--- config.mk ---
export PLATFORM = sky130hd
export DESIGN_NAME = sprite_plotter
export DESIGN_NICKNAME = d
export VERILOG_FILES = /design/src/rtl/anim_defs_pkg.sv /design/src/rtl/sprite_plotter_rom.sv /design/src/rtl/sprite_plotter.sv
export SDC_FILE = /design/constraint.sdc
export NUM_CORES = 1
export LEC_CHECK = 0
export CAP_MARGIN = 20
export CORE_MARGIN = 2
export CORE_UTILIZATION = 55
export CTS_BUF_LIST = sky130_fd_sc_hd__clkbuf_16
export CTS_CLUSTER_SIZE = 14
export DETAILED_ROUTE_END_ITERATION = 16
export PLACE_DENSITY_LB_ADDON = 0.05
export SYNTH_ARGS = -nofsm -noshare
export SYNTH_HDL_FRONTEND = slang
export SYNTH_SLANG_ARGS = --single-unit
--- constraint.sdc ---
create_clock -name clk -period 4.65 [get_ports clk]
set_input_delay 0.6975 -clock clk [delete_from_list [all_inputs] [get_ports clk]]
set_output_delay 0.6975 -clock clk [all_outputs]
set_load 0.01 [all_outputs]
--- src/rtl/anim_defs_pkg.sv ---
// Shared definitions for the animation plotting path: screen geometry,
// colour width, plotter FSM encoding, latched request payload and the
// sprite image used by sprite_rom (built with SPRITE_PLOTTER_ROM_EN).
package anim_defs;

  localparam int unsigned SCR_W    = 160;
  localparam int unsigned SCR_H    = 120;
  localparam int unsigned COLOUR_W = 3;
  localparam int unsigned X_W      = 8;
  localparam int unsigned PX_W     = X_W + 1;
  localparam int unsigned REQ_Y_W  = 6;
  localparam int unsigned VGA_Y_W  = 7;
  localparam int unsigned CNT_W    = 4;
  localparam int unsigned ROM_AW   = 2 * CNT_W;

  typedef enum logic [1:0] {
    S_IDLE = 2'd0,
    S_DRAW = 2'd1,
    S_DONE = 2'd2
  } state_e;

  // Request captured on acceptance
  typedef struct packed {
    logic [X_W-1:0]     x;
    logic [REQ_Y_W-1:0] y;
    logic               erase;
  } req_t;

  // Sprite image addressed by {row, col}; 0 is transparent (row 3, col 2)
  function automatic logic [COLOUR_W-1:0] rom_pixel(input logic [ROM_AW-1:0] addr);
    logic [CNT_W-1:0] row;
    logic [CNT_W-1:0] col;
    logic [CNT_W:0]   sum;
    row = addr[ROM_AW-1:CNT_W];
    col = addr[CNT_W-1:0];
    sum = (CNT_W+1)'(row) + (CNT_W+1)'(col);
    if (row == CNT_W'(3) && col == CNT_W'(2)) begin
      return '0;
    end
    return COLOUR_W'(sum % (CNT_W+1)'(7)) + COLOUR_W'(1);
  endfunction

endpackage

--- src/rtl/sprite_plotter_rom.sv ---
// sprite_rom: synchronous 1-cycle sprite image lookup.
// Only compiled when SPRITE_PLOTTER_ROM_EN is defined.
//  clk, resetn : clock, async active-low reset
//  addr        : {row, col} pixel address
//  pix_q       : pixel colour, valid the cycle after addr
`ifdef SPRITE_PLOTTER_ROM_EN
module sprite_rom
  import anim_defs::*;
(
  input  logic                clk,
  input  logic                resetn,
  input  logic [ROM_AW-1:0]   addr,
  output logic [COLOUR_W-1:0] pix_q
);

  logic [COLOUR_W-1:0] pix_d;

  always_comb begin
    pix_d = rom_pixel(addr);
  end

  always_ff @(posedge clk or negedge resetn) begin
    if (!resetn) pix_q <= '0;
    else         pix_q <= pix_d;
  end

endmodule
`endif

--- src/rtl/sprite_plotter.sv ---
// sprite_plotter: accepts one draw/erase request per handshake and walks a
// SPR_W x SPR_H box one pixel per clock into the VGA adapter write port,
// pulsing done when the box is finished.
// Macro SPRITE_PLOTTER_ROM_EN: colour from sprite_rom with transparency;
// otherwise a solid FG_COLOUR box.
//  clk, resetn                  : clock, async active-low reset
//  req, req_x, req_y, req_erase : request handshake (accepted on req && ready)
//  ready                        : high only while idle
//  done                         : one-cycle pulse after last pixel
//  vga_x, vga_y, vga_colour     : pixel to the VGA adapter
//  vga_plot                     : write strobe
module sprite_plotter
  import anim_defs::*;
#(
  parameter int unsigned         SPR_W     = 8,
  parameter int unsigned         SPR_H     = 8,
  parameter logic [COLOUR_W-1:0] FG_COLOUR = 3'b111,
  parameter logic [COLOUR_W-1:0] BG_COLOUR = 3'b000
) (
  input  logic                clk,
  input  logic                resetn,
  input  logic                req,
  input  logic [X_W-1:0]      req_x,
  input  logic [REQ_Y_W-1:0]  req_y,
  input  logic                req_erase,
  output logic                ready,
  output logic                done,
  output logic [X_W-1:0]      vga_x,
  output logic [VGA_Y_W-1:0]  vga_y,
  output logic [COLOUR_W-1:0] vga_colour,
  output logic                vga_plot
);

  state_e              state_q, state_d;
  req_t                lat_q, lat_d;
  logic [CNT_W-1:0]    col_q, col_d;
  logic [CNT_W-1:0]    row_q, row_d;
  logic                ready_q, ready_d;
  logic                done_q, done_d;
  logic [X_W-1:0]      vga_x_q, vga_x_d;
  logic [VGA_Y_W-1:0]  vga_y_q, vga_y_d;
  logic [COLOUR_W-1:0] colour_q, colour_d;
  logic                plot_q, plot_d;

  logic [PX_W-1:0]     px_c;
  logic [VGA_Y_W-1:0]  py_c;
  logic                on_screen_c;
  logic                last_col_c;
  logic                last_row_c;

`ifdef SPRITE_PLOTTER_ROM_EN
  logic [COLOUR_W-1:0] rom_pix;

  // Addressed with the next count so data lines up with the current count
  sprite_rom u_rom (
    .clk    (clk),
    .resetn (resetn),
    .addr   ({row_d, col_d}),
    .pix_q  (rom_pix)
  );
`endif

  // Screen coordinates of the current count and clip test
  always_comb begin
    px_c        = {1'b0, lat_q.x} + PX_W'(col_q);
    py_c        = {1'b0, lat_q.y} + VGA_Y_W'(row_q);
    on_screen_c = (px_c < PX_W'(SCR_W)) && (py_c < VGA_Y_W'(SCR_H));
    last_col_c  = (col_q == CNT_W'(SPR_W - 1));
    last_row_c  = (row_q == CNT_W'(SPR_H - 1));
  end

  // Next state, counters and registered outputs
  always_comb begin
    state_d  = state_q;
    lat_d    = lat_q;
    col_d    = col_q;
    row_d    = row_q;
    vga_x_d  = vga_x_q;
    vga_y_d  = vga_y_q;
    colour_d = colour_q;
    plot_d   = 1'b0;
    done_d   = 1'b0;

    case (state_q)
      S_IDLE: begin
        if (req && ready_q) begin
          lat_d   = '{x: req_x, y: req_y, erase: req_erase};
          col_d   = '0;
          row_d   = '0;
          state_d = S_DRAW;
        end
      end
      S_DRAW: begin
        vga_x_d = px_c[X_W-1:0];
        vga_y_d = py_c;
`ifdef SPRITE_PLOTTER_ROM_EN
        colour_d = lat_q.erase ? BG_COLOUR : rom_pix;
        plot_d   = on_screen_c && (lat_q.erase || (rom_pix != '0));
`else
        colour_d = lat_q.erase ? BG_COLOUR : FG_COLOUR;
        plot_d   = on_screen_c;
`endif
        if (last_col_c) begin
          col_d = '0;
          if (last_row_c) state_d = S_DONE;
          else            row_d   = row_q + CNT_W'(1);
        end else begin
          col_d = col_q + CNT_W'(1);
        end
      end
      S_DONE: begin
        // Last pixel is already on the port; done follows one cycle later
        done_d  = 1'b1;
        state_d = S_IDLE;
      end
      default: state_d = S_IDLE;
    endcase

    // Stay not-ready through the done pulse so back-to-back requests wait
    ready_d = (state_d == S_IDLE) && (state_q != S_DONE);
  end

  always_ff @(posedge clk or negedge resetn) begin
    if (!resetn) begin
      state_q  <= S_IDLE;
      lat_q    <= '0;
      col_q    <= '0;
      row_q    <= '0;
      ready_q  <= 1'b1;
      done_q   <= 1'b0;
      vga_x_q  <= '0;
      vga_y_q  <= '0;
      colour_q <= '0;
      plot_q   <= 1'b0;
    end else begin
      state_q  <= state_d;
      lat_q    <= lat_d;
      col_q    <= col_d;
      row_q    <= row_d;
      ready_q  <= ready_d;
      done_q   <= done_d;
      vga_x_q  <= vga_x_d;
      vga_y_q  <= vga_y_d;
      colour_q <= colour_d;
      plot_q   <= plot_d;
    end
  end

  assign ready      = ready_q;
  assign done       = done_q;
  assign vga_x      = vga_x_q;
  assign vga_y      = vga_y_q;
  assign vga_colour = colour_q;
  assign vga_plot   = plot_q;

endmodule

==> impl_metrics.env <==
export IMPL_critPathBufInv=1
export IMPL_tightest_slew_ns=0.9458
export IMPL_viasPerCell=5.368
export IMPL_path_class="flop to output port"
export IMPL_slowest_delay_ns=0.53
export IMPL_seq_area_frac_synth_pct=50.75
export IMPL_post_synth_instance_area_sq_mm=0.002172
export IMPL_rr_startpoint="col_q[0]$_DFFE_PN0P_"
export IMPL_antenna_found_initial=0
export IMPL_p_per_area_mw_per_mm2=268.4
export IMPL_cp_required_ns=3.95
export IMPL_drc=0
export IMPL_clk_latency_ns=0.28
export IMPL_setup_viol=0
export IMPL_area_growth_pct=25.46
export IMPL_cp_slowest_cell="dfstp_2"
export IMPL_cts_root_buf="clkbuf_16"
export IMPL_synth_fa_ha_area_share_pct=7.604
export IMPL_gp_congestion=0.8494
export IMPL_startpoint_type="flop"
export IMPL_end_kind="output port"
export IMPL_ir_drop_v=0.0002142
export IMPL_synth_ff_type="dfrtp_1"
export IMPL_synthDistinctLibCells=39
export IMPL_postCtsSetupRepairBufs=0
export IMPL_cts_sinks=44
export IMPL_grt_max_degree=45
export IMPL_die_area_sq_mm=0.004468
export IMPL_antenna_left=0
export IMPL_die_h_um=66.84
export IMPL_diodes=0
export IMPL_synth_xor_area_share_pct=2.419
export IMPL_htree_num_levels=2
export IMPL_design_core_area_sq_mm=0.003716
export IMPL_num_io_pins=39
export IMPL_arrival_ns=1.35
export IMPL_yosys_register_bits=44
export IMPL_post_cts_resized=0
export IMPL_timing_fmax_ghz=0.4895
export IMPL_drt_wl_total_um=4249
export IMPL_yosys_area_share_simple_pct=23.50
export IMPL_tns_ns=0
export IMPL_synth_edf_count=0
export IMPL_dr_pass1_iters=4
export IMPL_synthMuxAreaShare_pct=0.4608
export IMPL_first_global_vias=1668
export IMPL_grt_total_usage_pct=22.89
export IMPL_postLayoutCoreUtil_pct=73.33
export IMPL_min_period_ns=2.043
export IMPL_vias=1707
export IMPL_synth_nets=263
export IMPL_port_buffers=38
export IMPL_status="completed"
export IMPL_synth_top_family_by_area="simple AND/OR/NAND/NOR gates"
export IMPL_grt_first_pass_wirelength_um=7493
export IMPL_die_width_um=66.84
export IMPL_tritoncts="yes"
export IMPL_initial_core_util_pct=58.45
export IMPL_yosysWarnings=0
export IMPL_worstHoldStart="vga_x[0]$_DFFE_PN0P_"
export IMPL_grt_overflow_total=0
export IMPL_slew_headroom_pct=36.95
export IMPL_hold_buffers=0
export IMPL_cap_violations=0
export IMPL_drt_initial_drc_count=128
export IMPL_path_max_fanout=3
export IMPL_rows=22
export IMPL_async_flop_share_pct=100.0
export IMPL_min_path_type="flop to flop"
export IMPL_fin_crit_sh_pct=43.93
export IMPL_dp_hpwl_um=2900
export IMPL_finalHoldViolCount=0
export IMPL_path_cells="clkdlybuf4s50_1"
export IMPL_wl_per_cell_um=13.36
export IMPL_syn_avg_cell_area_sq_um=9.322
export IMPL_rsz0062_at_grt="false"
export IMPL_critPathLaunch="ready$_DFF_PN1_"
export IMPL_layout_drive_gt1_share_pct=4.815
export IMPL_cts_buffers=5
export IMPL_slew_violations=0
export IMPL_syn_inst=233
export IMPL_finalNetCount=299
export IMPL_clockBufferDepth=2
export IMPL_p_leak_nw=1.215
export IMPL_cts_clk_slew_worst_paths_ns=0.06
export IMPL_critPathTopFamily="flip-flops"
export IMPL_synth_compound_area_share_pct=10.94
export IMPL_final_setup_skew_ns=0.003137
-- layer usage --
layer / track usage [%] / vias up / wire, um
li1: - / 863 / -
met1: 30.41 / 797 / 2041
met2: 36.38 / 41 / 1953
met3: 5.574 / 6 / 192
met4: 8.418 / 0 / 61
met5: 0 / - / 0
-- report_power, final --
group	internal, W	switching (W)
Clock	0.000193	0.000134
Combinational	0.0000124	0.00000914
Sequential	0.000383	0
-- path summary, 6_finish.rpt --
check	to	slack [ns]	depth (start not counted)
worst min-delay path	vga_x[0]$_DFFE_PN0P_	0.47	2
max in group asynchronous	lat_q[9]$_DFFE_PN0P_	3.51	1
worst min register to register	vga_x[0]$_DFFE_PN0P_	0.47	2
worst max register to register	vga_plot$_DFF_PN0_	2.68	7
worst max-delay path	ready	2.61	1
min in group asynchronous	vga_plot$_DFF_PN0_	0.56	1
-- sequential cells by signal, indices dropped and copies added, names as in the netlist --
name / cells
vga_x: 8
col_q: 4
row_q: 4
vga_plot: 1
lat_q: 15
state_q: 2
done: 1
vga_y: 7
vga_colour: 1
ready: 1
-- layout make-up --
| class | instances | area, sq um |
|---|---|---|
| inverter | 10 | 37.54 |
| multi-input combinational | 168 | 991.0 |
| tap | 48 | 60.06 |
| clock inverter | 3 | 11.26 |
| sequential | 44 | 1102 |
| clock buffer | 5 | 125.1 |
| fill | 298 | 991.0 |
| timing repair buffer | 40 | 397.9 |
-- stage by stage --
| step | worst slack (ns) | cell area (sq um) | cells | total power (W) | hold slack [ns] |
|---|---|---|---|---|---|
| finish | 2.607 | 2725 | 318 | 0.0007314 | 0.4701 |
| global route | 2.437 | 2725 | 318 | 0.0007564 | 0.5071 |
| global placement | 2.492 | 2574 | 309 | 0.0004122 | 0.4583 |
| floorplan | 2.911 | 2172 | 233 | 0.0003903 | 0.4019 |
| detailed placement | 2.418 | 2574 | 309 | 0.0004122 | 0.4618 |
| CTS | 2.578 | 2710 | 317 | 0.0007379 | 0.4761 |
-- Yosys cell counts, types with 2 or more instances --
library cell   n  area (sq um)
clkbuf_1       3         11.26
nand4b_1       2         17.52
nand2b_1       3         18.77
o21ai_0       23         115.1
nand2_1       68         255.2
or3_1          2         12.51
a211oi_1       3         22.52
nand3b_1       2         15.01
fa_1           2         40.04
ha_1          10         125.1
nor2_1         6         22.52
xnor2_1        4         35.03
buf_4          2         15.01
nand3_1        8         40.04
buf_2          6         30.03
dfrtp_1       43          1076
xor2_1         2         17.52
nor2b_1        5         31.28
inv_1         10         37.54
nor3_1         4         20.02
a21oi_1        2         10.01
o31ai_1        5         37.54
and2_1         2         12.51
-- worst min-delay path, delay by kind of cell, from the launching register on --
family	cells	cell delay, ns
flops	1	0.34
simple gates	2	0.10
-- kinds of logic (layout without fill, tap and decap cells) --
logic type               after synthesis  count (layout)
adder cells (fa/ha/maj)               12              12
AND/OR/NAND/NOR                      110             110
multiplexers                           1               1
flip-flops                            44              44
XOR/XNOR                               6               6
AO/OA/AOI/OAI                         39              39
buffers and inverters                 21              58
-- cells in the final DEF, fill, tap and decap left out, drive strengths merged, types with 2 or more instances in the layout --
cell type       n
nand3b          2
xor2            2
nor2            6
or3             2
o211ai          2
buf             3
clkbuf          5
fa              2
nand2          68
nand2b          3
nor3            4
nand4b          2
nor2b           5
a211oi          3
o21ai          23
o31ai           5
ha             10
nand3           8
a21oi           3
and2            2
inv            12
xnor2           4
dfrtp          43
clkdlybuf4s50  37
Note: power is estimated with default switching activity, not from simulation.
